[config.mk]
export PLATFORM = sky130hd
export DESIGN_NAME = display_scan_ctrl
export DESIGN_NICKNAME = d
export VERILOG_FILES = /design/src/rtl/display_scan_ctrl.sv
export SDC_FILE = /design/constraint.sdc
export NUM_CORES = 1
export LEC_CHECK = 0
export BUFFER_PORTS_ARGS = -buffer_cell sky130_fd_sc_hd__buf_2
export CAP_MARGIN = 20
export CORE_MARGIN = 1
export CORE_UTILIZATION = 60
export CTS_CLUSTER_SIZE = 8
export DETAILED_ROUTE_END_ITERATION = 12
export PLACE_DENSITY_LB_ADDON = 0.2
export SYNTH_ARGS = -nofsm -noshare
export SYNTH_HDL_FRONTEND = slang
export SYNTH_SLANG_ARGS = --single-unit
[constraint.sdc]
create_clock -name clk -period 8 [get_ports clk]
set_clock_uncertainty 0.05 [all_clocks]
set_input_delay 1.2 -clock clk [delete_from_list [all_inputs] [get_ports clk]]
set_output_delay 1.2 -clock clk [all_outputs]
set_load 0.01 [all_outputs]
[src/rtl/display_scan_ctrl.sv]
// rtl/display_scan_ctrl.sv - Leading-zero-blanking buffer builder and multiplexed digit scanner
module display_scan_ctrl #(
  parameter int DIGIT_NUM        = 8,
  parameter int SCAN_DIV         = 50000,
  parameter logic [3:0] BLANK_CODE = 4'hF,
  localparam int IW = (DIGIT_NUM > 1) ? $clog2(DIGIT_NUM) : 1,
  localparam int PW = (SCAN_DIV > 1) ? $clog2(SCAN_DIV) : 1
) (
  input  logic                   clk,
  input  logic                   reset,
  input  logic [DIGIT_NUM*4-1:0] num_in,
  input  logic                   load,
  input  logic                   blank_en,
  output logic                   busy,
  output logic [3:0]             digit_code,
  output logic [DIGIT_NUM-1:0]   digit_sel,
  output logic [IW-1:0]          digit_idx
);

  typedef enum logic [1:0] {
    IDLE = 2'd0,
    PREP = 2'd1,
    SCAN = 2'd2
  } state_t;

  localparam logic [IW-1:0] MSD_IDX  = IW'(DIGIT_NUM - 1);
  localparam logic [PW-1:0] TC_COUNT = PW'(SCAN_DIV - 1);

  state_t                 state;
  logic [DIGIT_NUM*4-1:0] shadow;
  logic                   shadow_blank;
  logic [IW-1:0]          walk_ptr;
  logic                   seen_nonzero;
  logic                   scanning;
  logic [3:0]             stage_buf   [DIGIT_NUM];
  logic [3:0]             display_buf [DIGIT_NUM];
  logic [PW-1:0]          prescale;

  // Nibble under the walk pointer and its blanking decision
  logic [3:0] walk_nib;
  logic       walk_blank;
  always_comb begin
    walk_nib   = shadow[{walk_ptr, 2'b00} +: 4];
    walk_blank = shadow_blank && !seen_nonzero && (walk_nib == 4'h0);
  end

  // Scan position for the coming cycle; counters only move once a digit is on
  logic          scan_live;
  logic          term_count;
  logic [PW-1:0] prescale_nx;
  logic [IW-1:0] idx_nx;
  always_comb begin
    scan_live   = (digit_sel != '0);
    term_count  = (prescale == TC_COUNT);
    prescale_nx = prescale;
    idx_nx      = digit_idx;
    if (scan_live) begin
      if (term_count) begin
        prescale_nx = '0;
        idx_nx      = (digit_idx == MSD_IDX) ? '0 : digit_idx + IW'(1);
      end else begin
        prescale_nx = prescale + PW'(1);
      end
    end
  end

  // Capture, MSD-to-LSD blanking walk, and atomic swap into the display buffer
  always_ff @(posedge clk) begin
    if (reset) begin
      state        <= IDLE;
      busy         <= 1'b0;
      shadow       <= '0;
      shadow_blank <= 1'b0;
      walk_ptr     <= MSD_IDX;
      seen_nonzero <= 1'b0;
      scanning     <= 1'b0;
      for (int i = 0; i < DIGIT_NUM; i++) begin
        stage_buf[i]   <= BLANK_CODE;
        display_buf[i] <= BLANK_CODE;
      end
    end else if (load) begin
      // A load in any state restarts the capture; any partial staging is abandoned
      state        <= PREP;
      busy         <= 1'b1;
      shadow       <= num_in;
      shadow_blank <= blank_en;
      walk_ptr     <= MSD_IDX;
      seen_nonzero <= 1'b0;
    end else if (state == PREP) begin
      if (walk_ptr != '0) begin
        stage_buf[walk_ptr] <= walk_blank ? BLANK_CODE : walk_nib;
        seen_nonzero        <= seen_nonzero || (walk_nib != 4'h0);
        walk_ptr            <= walk_ptr - IW'(1);
      end else begin
        // Digit 0 is never blanked, so it goes straight from the shadow
        display_buf[0] <= shadow[3:0];
        for (int i = 1; i < DIGIT_NUM; i++) begin
          display_buf[i] <= stage_buf[i];
        end
        state    <= SCAN;
        busy     <= 1'b0;
        scanning <= 1'b1;
      end
    end
  end

  // Prescaler, digit index and registered digit drive, untouched by loads
  always_ff @(posedge clk) begin
    if (reset) begin
      prescale   <= '0;
      digit_idx  <= '0;
      digit_sel  <= '0;
      digit_code <= BLANK_CODE;
    end else begin
      prescale  <= prescale_nx;
      digit_idx <= idx_nx;
      if (scanning) begin
        digit_sel  <= DIGIT_NUM'(1) << idx_nx;
        digit_code <= display_buf[idx_nx];
      end else begin
        digit_sel  <= '0;
        digit_code <= BLANK_CODE;
      end
    end
  end

endmodule

# Word level (Yosys, flattened, before mapping)
# Memory sizes are Yosys's and may differ from the RTL's. A register that Yosys moved wholly into a read port is not among the register bits.
# Index checks and enable logic that the tools add are counted.
[word_totals] regBits=68 ramBits=64 inputBits=36 output_inout_bits=16 n_memories=2
[classes] add_sub_neg=3 eq_ne=4 shifts=2 mux=34 bitwise_logic=11 reduce_logical=16
[memory_table] memory="display_buf" depth=8 width=4 read_ports=1 rd_ports_with_merged_regs=1 write_ports=8 line="36" source="logic [3:0] display_buf [DIGIT_NUM];"
[memory_table] memory="stage_buf" depth=8 width=4 read_ports=7 rd_ports_with_merged_regs=0 write_ports=8 line="35" source="logic [3:0] stage_buf [DIGIT_NUM];"
[ops] operator="$mux W4" n=10
[ops] operator="$shiftx A32 B6 Y4" n=1
[ops] operator="$mux W1" n=19
[ops] operator="$add A16 B1 Y16 const B" n=1
[ops] operator="$eq A16 B16 Y1 const B" n=1
[ops] operator="$mux W16" n=1
[ops] operator="$mux W3" n=4
[ops] operator="$or A1 B1 Y1" n=8
[ops] operator="$reduce_bool A8 Y1" n=1
[ops] operator="$shl A1 B3 Y8 const A" n=1
[ops] operator="$reduce_and A2 Y1" n=3
[ops] operator="$logic_not A4 Y1" n=1
[ops] operator="$reduce_bool A4 Y1" n=1
[ops] operator="$reduce_or A2 Y1" n=2
[ops] operator="$reduce_or A4 Y1" n=1
[ops] operator="$add A3 B1 Y3 const B" n=1
[ops] operator="$eq A3 B3 Y1 const B" n=1
[ops] operator="$not A1 Y1" n=3
[ops] operator="$reduce_and A3 Y1" n=1
[ops] operator="$reduce_bool A3 Y1" n=1
[ops] operator="$sub A3 B1 Y3 const B" n=1
[ops] operator="$eq A2 B1 Y1 const B" n=1
[ops] operator="$logic_and A1 B1 Y1" n=2
[ops] operator="$ne A2 B2 Y1 const B" n=1
[ops] operator="other kinds (3)" n=3

# Logic depth before layout (Yosys ltp)
# Gate-level depths: netlist (run 1).
[logic_depth] ltp_word=8 ltp_mapped=9 depth_no_buf=8

# Worst setup path before layout (run 1)
# OpenSTA, ideal clock, no wires.
[synth_timing] path_type="input port to flip-flop" from="input port load" to="memory display_buf[0][0] (enable)" setup_time_ns=0.430 arrival_time_ns=3.054 t_required_ns=7.520 path_slack_ns=4.466 cell_stages=2 n_path_buf=1 path_cell_list="clkbuf_1 -> o21bai_1"
[synth_rtl] item="start, declared" line="12" source="input logic load,"
[synth_rtl] item="end, declared" line="36"

==> results of run 1 <==
-- critical path, stage by stage, from the launching register on --
cell	delay, ns
dfxtp_1	0.72
mux4_1	0.63
mux2_4	0.31
or4_4	0.56
nor3b_4	0.45
nor2_4	0.13
nand2_1	0.10
-- through the flow --
step,hold WS (ns),utilization,cells
2_1_floorplan,0.4014,-,492
3_3_place_gp,0.4153,0.6648,635
3_5_place_dp,0.4288,0.6648,635
4_1_cts,0.4367,0.7288,667
5_1_grt,0.4645,0.7288,667
6_report,0.4375,0.7288,667
-- flip-flops by register name, summed over array words and instances, names as in the netlist, 3 cells and up --
name,count
display_buf,32
digit_sel,8
stage_buf,28
digit_idx,3
shadow,32
digit_code,4
prescale,16
walk_ptr,3
-- power breakdown --
group          internal (W)   total, W  switching [W]
Combinational     0.0000318  0.0000708      0.0000390
Clock              0.000417   0.000719       0.000303
Sequential         0.000711   0.000720     0.00000861
-- routing by layer --
layer,share of wire,track usage
met4,0.021,0.08042
met1,0.44,0.2912
met5,0,0
met2,0.49,0.4101
met3,0.047,0.06013
-- layout by cell type (no fill, tap or decap), drive strengths merged, types with 5 or more instances in the layout --
master,netlist,routed
a21oi,15,15
and3,5,5
ha,5,5
buf,3,53
dfxtp,71,71
o21ai,15,15
xnor2,5,5
nor3,6,6
mux2i,34,34
inv,11,19
xor2,9,9
clkbuf,15,19
edfxtp,60,60
nand3,16,16
or2,41,41
nor2,78,78
o2111ai,6,6
mux4,8,8
nand2,45,45
-- cells by family after synthesis --
group | count (synthesis)
multiplexers | 46
AO/OA/AOI/OAI | 50
adder cells (fa/ha/maj) | 5
flip-flops | 131
XOR/XNOR | 14
AND/OR/NAND/NOR | 217
buffers and inverters | 29
-- how the worst max path moves through the flow --
stage | from | endpoint | slack [ns] | cells past startpoint
after global placement | load | display_buf[1][3]$_SDFFCE_PN1P_ | 4.60 | 4
after CTS | walk_ptr[0]$_SDFFE_PP1N_ | stage_buf[3][1]$_SDFFCE_PN1P_ | 4.87 | 6
final | walk_ptr[0]$_SDFFE_PP1N_ | stage_buf[3][1]$_SDFFCE_PN1P_ | 4.91 | 6
after global routing | digit_sel[3]$_SDFF_PP0_ | digit_code[2]$_SDFF_PP1_ | 4.77 | 7
after floorplan | load | display_buf[0][0]$_SDFFCE_PN1P_ | 4.47 | 2
after detailed placement | load | display_buf[1][3]$_SDFFCE_PN1P_ | 4.47 | 4
-- cell type report --
class                      instances  area [µm²]
sequential                       131        3223
fill                             613        2389
clock buffer                      19       452.9
inverter                          11       41.29
timing repair buffer              53       270.3
clock inverter                    13       110.1
tap                              108       135.1
multi-input combinational        332        2185
==> out/qor.yml, run 1 <==
synth:
  synth.most_common_cell: "nor2_1"
  synth_area_leaders: "edfxtp_1, dfxtp_1, mux2i_1"
  seq_area_frac_synth: 0.5828
  synth_edf_count: 60
  synthAdderAreaFrac: 0.01131
  ys.flop_type: "dfxtp_1"
  async_reset_ff_frac: 0
  synth_largest_area_cell: "edfxtp_1"
  syn_area_per_cell_um2: 11.24
  synth-compound-area-share: 0.05588
  synth_seq_cells: 131
  synthTopCellsByCount: "nor2_1, dfxtp_1, edfxtp_1"
  syn-cell-area_mm2: 0.005530
  yosys.area_share.simple: 0.1986
  synth_cell_type_count: 48
  muxShareOfSynthArea: 0.1063
  synth_top_area_share: 0.3258
  synth_xor_area_frac: 0.02217
  synth_top_family_by_area: "simple AND/OR/NAND/NOR gates"
  syn_inst: 492
  synth_fp_nets: 533
  yosysWarningCount: 0
min_path:
  min_from: "prescale[1]$_SDFFE_PP0N_"
  holdPathStages: 2
  hold_end: "prescale[1]$_SDFFE_PP0N_"
  hold_class: "register to register"
floorplanning:
  die_width_um: 98.01
  placementRows: 34
  io_pins: 52
  core_mm2: 0.008806
  initial_utilization: 0.6280
  die_h_um: 98.01
  die_area_mm2: 0.009605
clock_tree:
  clk_latency_ns: 0.51
  htreeDepth: 4
  cts_resized: 0
  cts_root_buf: "clkbuf_8"
  cts_tree: "yes"
  cts-buffers-inserted: 17
  post_cts_buffers: 0
  clk_pin_slew_ns: 0.06
  numClockSinks: 131
  cts.path.max_buffers: 2
  hold_buffers: 0
grt:
  grt_pass1_vias: 3683
  grt_max_degree: 59
  gr-total-overflow: 0
  grt_pass1_wl_um: 17670
  grt.total_usage: 0.2377
  grt_antenna_before_repair: 0
placed_design:
  dp_slack_ns: 4.469
  place_area_mm2: 0.005854
  place_congestion: 0.8435
  dp_hpwl_um: 7219
  port_buffers: 51
final_layout:
  final_cell_area_mm2: 0.006417
  syn_to_final_growth_pct: 16.04
  drive_gt1_frac: 0.2540
  final_nets: 587
  antenna_cells: 0
timing:
  period_minus_slack_ns: 3.089
  fin_crit_sh: 0.3861
  finalSetupViolations: 0
  final_hold_viol_count: 0
  grt_setup_unrepaired: "no"
  tightest_slew_ns: 1.090
  fin_tns_setup_ns: 0
  timing.slew.headroom: 0.2629
  layout_setup_ws_ns: 4.911
  drv_slew: 0
  fmax_mhz: 323.7
drt:
  drt-initial-drc-count: 198
  via_count: 3750
  drt_pass1_iterations: 9
  vias_per_cell: 5.622
  post_drt_wl_per_cell_um: 15.80
  antenna_left: 0
  drc: 4
  drt-total-wl_um: 10540
setup_path:
  required_ns: 8.32
  timing.rr.end: "stage_buf[3][1]$_SDFFCE_PN1P_"
  critPathLaunchType: "register"
  r2r_slack_ns: 4.91
  worstRegToRegCells: 6
  rr_startpoint: "walk_ptr[0]$_SDFFE_PP1N_"
  end_kind: "register"
  setup.worst_path.class: "register to register"
  critPathArrivalTime_ns: 3.41
  cp_max_fo: 11
status:
  status: "complete, but fails checks"
  violations: "DRC"
power_and_ir_drop:
  p_leak_nw: 2.390
  p_total_w: 0.001510
  vdd_drop_max_v: 0.0001498
  powerDensity_mw_per_mm2: 235.3
job:
  drv_cap: 0
Note: power is estimated with default switching activity, not from simulation.
==> run 2, diff against run 1 <==
--- a/config.mk
+++ b/config.mk
@@ -8,7 +8,7 @@
 export BUFFER_PORTS_ARGS = -buffer_cell sky130_fd_sc_hd__buf_2
 export CAP_MARGIN = 20
 export CORE_MARGIN = 1
-export CORE_UTILIZATION = 60
+export CORE_UTILIZATION = 53
 export CTS_CLUSTER_SIZE = 8
 export DETAILED_ROUTE_END_ITERATION = 12
 export PLACE_DENSITY_LB_ADDON = 0.2
==> constraint.sdc (replaced) <==
create_clock -name clk -period 2.7 [get_ports clk]
set_clock_uncertainty 0.05 [all_clocks]
set_input_delay 0.405 -clock clk [delete_from_list [all_inputs] [get_ports clk]]
set_output_delay 0.405 -clock clk [all_outputs]
set_load 0.01 [all_outputs]
==> out/qor.yml, run 2 (same netlist as run 1, synthesis figures left out) <==
drt:
  vias_per_cell: 5.393  # -4.1%
  drt-total-wl_um: 11710  # +11%
  post_drt_wl_per_cell_um: 16.44  # +4.0%
  via_count: 3840  # +2.4%
  drt_pass1_iterations: 4  # -5
  drt-initial-drc-count: 252  # +27%
  antenna_left: 0  # unchanged
  drc: 0  # -4
clock_tree:
  clk_latency_ns: 0.53  # +0.02 ns
  clk_pin_slew_ns: 0.06  # about the same
  numClockSinks: 131  # unchanged
  cts-buffers-inserted: 17  # unchanged
  htreeDepth: 4  # unchanged
  cts_tree: "yes"
  hold_buffers: 0  # unchanged
  cts_root_buf: "clkbuf_8"
  cts.path.max_buffers: 2  # unchanged
setup_path:
  critPathArrivalTime_ns: 2.94  # -0.47 ns
  rr_startpoint: "walk_ptr[0]$_SDFFE_PP1N_"
  required_ns: 3.04  # -5.28 ns
  cp_max_fo: 9  # -2
  critPathLaunchType: "register"
  setup.worst_path.class: "register to register"
  critPathLaunch: "walk_ptr[0]$_SDFFE_PP1N_"
  end_kind: "register"
power_and_ir_drop:
  vdd_drop_max_v: 0.0005185  # +250%
  p_seq_frac: 0.465  # -0.012
  internal_power_w: 0.003588  # +210%
  p_leak_nw: 2.512  # +5.1%
  powerDensity_mw_per_mm2: 689.2  # +190%
  combPwrFrac: 0.048  # about the same
  clockPowerShare: 0.487  # +0.011
  p_sw_frac: 0.2183  # -0.01375
  power_switching_w: 0.001002  # +190%
placed_design:
  dp_slack_ns: 0.04962  # -4.419 ns
  port_buffers: 51  # unchanged
  place_congestion: 0.8356  # -0.94%
  dp_hpwl_um: 8212  # +14%
timing:
  fin_tns_setup_ns: 0  # unchanged
  finalSetupViolations: 0  # unchanged
  timing.slew.headroom: 0.6086  # +0.3457
  final_hold_viol_count: 0  # unchanged
  drv_slew: 0  # unchanged
  fmax_mhz: 384.4  # +19%
  hold_ws_ns: 0.06232  # -0.3752 ns
  tightest_slew_ns: 0.5871  # -0.5032 ns
  grt_setup_unrepaired: "no"
  period_minus_slack_ns: 2.601  # -0.4879 ns
  fin_crit_sh: 0.9634  # +0.5772
  layout_setup_ws_ns: 0.09886  # -4.812 ns
grt:
  grt_pass1_vias: 3866  # +5.0%
  grt.total_usage: 0.2340  # -0.003693
  grt_antenna_before_repair: 0  # unchanged
  grt_max_degree: 37  # -37%
  gr-total-overflow: 0  # unchanged
  grt_pass1_wl_um: 19350  # +9.5%
final_layout:
  final_nets: 607  # +3.4%
  drive_gt1_frac: 0.2832  # +0.02922
  reg_top3: "display_buf x32, shadow x32, stage_buf x28"
  final_common_cell: "nor2_1"
  final_cell_mix: "nor2_1, dfxtp_1, edfxtp_1, buf_2, nand2_1"
  syn_to_final_growth_pct: 20.43
  antenna_cells: 0  # unchanged
floorplanning:
  die_width_um: 104.2  # +6.3%
  initial_utilization: 0.5556  # -0.07246
  core_mm2: 0.009955  # +13%
  io_pins: 52  # unchanged
  die_h_um: 104.2  # +6.3%
  die_area_mm2: 0.01085  # +13%
  placementRows: 36  # +5.9%
job:
  drv_cap: 0  # unchanged
min_path:
  min_from: "num_in[13]"
  hold_class: "input pin to register"
status:
  status: "completed"
==> run 2: cell count changes in the layout (fill, tap and decap cells not counted), sizes merged <==
cell / change
buf: +20
clkbuf: +5
inv: -4
clkinv: -1
==> run 2: what timing repair did <==
action                     4_1_cts  5_1_grt
setup endpoints to repair        3       48
pin swaps                        0        1
gates resized for setup          1        5
setup buffers                    0        0
==> run 2: area by class of cell <==
type	count	area (µm²)
Timing Repair Buffer	73	440.4
Sequential cell	131	3226
Multi-Input combinational cell	332	2193
Clock buffer	24	535.5
Inverter	11	41.29
Clock inverter	8	57.56
Tap cell	133	166.4
Fill cell	740	3294
==> run 2: power by group through the flow <==
| stage | sequential, W | combinational [W] | clock [W] |
|---|---|---|---|
| 6_report | 0.00213 | 0.000219 | 0.00224 |
| 5_1_grt | 0.00214 | 0.000240 | 0.00236 |
| 4_1_cts | 0.00213 | 0.000220 | 0.00225 |
| 3_5_place_dp | 0.00218 | 0.000217 | 0 |
| 3_3_place_gp | 0.00218 | 0.000210 | 0 |
| 2_1_floorplan | 0.00216 | 0.000154 | 0 |
==> run 2: metal layers <==
layer / vias to the layer above / track usage / part of all wire
met4: 0 / 0.1010 / 0.022
met1: 1839 / 0.2844 / 0.43
li1: 1885 / - / -
met5: - / 0 / 0
met2: 98 / 0.3914 / 0.50
met3: 18 / 0.06328 / 0.040
==> run 2: worst paths after layout <==
path	depth (start not counted)	slack [ns]	endpoint
max	8	0.1	stage_buf[1][3]$_SDFFCE_PN1P_
min	3	0.06	shadow[13]$_SDFFE_PP0P_
max reg2reg	8	0.1	stage_buf[1][3]$_SDFFCE_PN1P_
min reg2reg	1	0.45	display_buf[3][0]$_SDFFCE_PN1P_
==> run 2: metrics by stage <==
stage / area, µm² / utilization / total power [W] / cells
after floorplan: 5534 / - / 0.002317 / 492
after global placement: 6048 / 0.6076 / 0.002386 / 680
after detailed placement: 6048 / 0.6076 / 0.002393 / 680
after CTS: 6645 / 0.6675 / 0.004608 / 712
after global routing: 6660 / 0.6691 / 0.004735 / 712
final: 6660 / 0.6691 / 0.004590 / 712
==> run 2: critical path, cell delays in order, from the launching register on <==
cell	delay (ns)
dfxtp_2	0.35
buf_8	0.15
mux4_2	0.51
mux2_4	0.30
or4_4	0.57
nor3b_4	0.24
buf_12	0.16
nor2_4	0.05
nand2_1	0.08
==> run 3, diff against run 2 <==
--- a/config.mk
+++ b/config.mk
@@ -8,7 +8,7 @@
 export BUFFER_PORTS_ARGS = -buffer_cell sky130_fd_sc_hd__buf_2
 export CAP_MARGIN = 20
 export CORE_MARGIN = 1
-export CORE_UTILIZATION = 53
+export CORE_UTILIZATION = 60
 export CTS_CLUSTER_SIZE = 8
 export DETAILED_ROUTE_END_ITERATION = 12
 export PLACE_DENSITY_LB_ADDON = 0.2
==> constraint.sdc (replaced) <==
create_clock -name clk -period 3.25 [get_ports clk]
set_clock_uncertainty 0.05 [all_clocks]
set_input_delay 0.4875 -clock clk [delete_from_list [all_inputs] [get_ports clk]]
set_output_delay 0.4875 -clock clk [all_outputs]
set_load 0.01 [all_outputs]
==> out/qor.yml, run 3 (same netlist as run 1, synthesis figures left out) <==
status:
  status: "complete, but fails checks"
  violations: "DRC"
final_layout:
  syn_to_final_growth_pct: 17.90
  final_nets: 601  # -0.99%
  antenna_cells: 0  # unchanged
  drive_gt1_frac: 0.2723  # -0.01100
  reg_top3: "display_buf x32, shadow x32, stage_buf x28"
  final_common_cell: "nor2_1"
  final_cell_mix: "nor2_1, dfxtp_1, edfxtp_1, buf_2, nand2_1"
  fillCellCount: 586  # -21%
power_and_ir_drop:
  p_sw_frac: 0.2266  # +0.008224
  p_total_w: 0.003702  # -19%
  clockPowerShare: 0.474  # -0.013
  vdd_drop_max_v: 0.0003801  # -27%
  p_leak_nw: 2.455  # -2.3%
  powerDensity_mw_per_mm2: 567.9  # -18%
  power_switching_w: 0.0008389  # -16%
  internal_power_w: 0.002864  # -20%
  combPwrFrac: 0.047  # about the same
  p_seq_frac: 0.479  # +0.014
timing:
  drv_slew: 0  # unchanged
  finalSetupViolations: 0  # unchanged
  timing.slew.headroom: 0.5620  # -0.04664
  fin_tns_setup_ns: 0  # unchanged
  fmax_mhz: 349.0  # -9.2%
  tightest_slew_ns: 0.6510  # +0.06396 ns
  final_hold_viol_count: 0  # unchanged
  period_minus_slack_ns: 2.865  # +0.2639 ns
  grt_setup_unrepaired: "no"
  fin_crit_sh: 0.8816  # -0.08183
setup_path:
  setup.worst_path.class: "register to register"
  cp_slowest_cell: "or4_4"
  critical_path.max_stage_delay_ns: 0.54  # -0.03 ns
  critPathLaunchType: "register"
  required_ns: 3.58  # +0.54 ns
  end_kind: "register"
  critPathArrivalTime_ns: 3.20  # +0.26 ns
  cp_max_fo: 7  # -2
  path_cells: "buf_4 -> mux4_2 -> mux2_4 -> or4_4 -> nor3b_4 -> nor2_4 -> nand2_1"
clock_tree:
  cts_tree: "yes"
  clk_latency_ns: 0.52  # about the same
  cts.path.max_buffers: 2  # unchanged
  clk_pin_slew_ns: 0.06  # about the same
  cts-buffers-inserted: 17  # unchanged
  cts_resized: 0  # -1
  numClockSinks: 131  # unchanged
  cts_root_buf: "clkbuf_8"
  post_cts_buffers: 0  # unchanged
  hold_buffers: 0  # unchanged
  htreeDepth: 4  # unchanged
floorplanning:
  die_h_um: 98.01  # -5.9%
  core_mm2: 0.008806  # -12%
  initial_utilization: 0.6280  # +0.07246
  die_width_um: 98.01  # -5.9%
  die_area_mm2: 0.009605  # -11%
  placementRows: 34  # -5.6%
  io_pins: 52  # unchanged
drt:
  drt-initial-drc-count: 155  # -38%
  antenna_left: 0  # unchanged
  post_drt_wl_per_cell_um: 15.90  # -3.3%
  drc: 4  # +4
  via_count: 3806  # -0.89%
  drt_pass1_iterations: 8  # +4
  vias_per_cell: 5.589  # +3.6%
  drt-total-wl_um: 10830  # -7.5%
placed_design:
  port_buffers: 51  # unchanged
  dp_hpwl_um: 7438  # -9.4%
  place_congestion: 0.8528  # +2.1%
grt:
  grt_pass1_wl_um: 18350  # -5.1%
  grt_max_degree: 52  # +41%
  gr-total-overflow: 0  # unchanged
  grt.total_usage: 0.2497  # +0.01565
  grt_pass1_vias: 3772  # -2.4%
  grt_antenna_before_repair: 0  # unchanged
job:
  drv_cap: 0  # unchanged
min_path:
  hold_class: "input pin to register"
## run 3: area by class of cell
| cell class | count | area [µm²] | share of cell area |
|---|---|---|---|
| flip-flops and latches | 131 | 3223 | 0.4943 |
| multi-input cells | 332 | 2185 | 0.3351 |
| clock buffers | 19 | 464.2 | 0.07120 |
| repair buffers | 67 | 375.4 | 0.05757 |
| well taps | 108 | 135.1 | 0.02073 |
| clock inverters | 13 | 96.34 | 0.01478 |
| inverters | 11 | 41.29 | 0.006333 |
## run 3: worst max-delay path, delay by kind of cell, from the launching register on
family,cells,cell delay [ns]
buf+inv,1,0.22
flops,1,0.42
mux,2,0.81
simple gates,4,1.21
## run 3: power by group through the flow
stage               clock network, W  logic, W  registers (W)
floorplan                          0  0.000128        0.00180
global placement                   0  0.000170        0.00181
detailed placement                 0  0.000176        0.00181
CTS                          0.00177  0.000178        0.00177
global route                 0.00185  0.000195        0.00177
finish                       0.00175  0.000176        0.00177
## run 3: layer usage
| metal | global-route usage | vias to the layer above | share of wire |
|---|---|---|---|
| met2 | 0.4166 | 96 | 0.50 |
| met4 | 0.1270 | 0 | 0.022 |
| li1 | - | 1880 | - |
| met1 | 0.3035 | 1809 | 0.44 |
| met5 | 0 | - | 0 |
| met3 | 0.05941 | 21 | 0.037 |
## run 3: through the flow
stage	hold WS (ns)	instances	setup slack, ns	util	instance area (µm²)
after global routing	0.1414	681	0.2543	0.7404	6520
after CTS	0.1342	681	0.4063	0.7404	6520
after floorplan	0.4014	492	0.1126	-	5530
after detailed placement	0.4369	649	0.4367	0.6768	5959
after global placement	0.4200	649	0.5248	0.6768	5959
final	0.1501	681	0.3849	0.7404	6520
## run 3: final timing paths
check                                              start                            end  cells after the start  slack (ns)
worst min register to register  prescale[1]$_SDFFE_PP0N_       prescale[1]$_SDFFE_PP0N_                      2        0.44
worst min-delay path                           num_in[5]         shadow[5]$_SDFFE_PP0P_                      3        0.15
worst max-delay path            walk_ptr[0]$_SDFFE_PP1N_  stage_buf[3][0]$_SDFFCE_PN1P_                      7        0.38
worst max register to register  walk_ptr[0]$_SDFFE_PP1N_  stage_buf[3][0]$_SDFFCE_PN1P_                      7        0.38
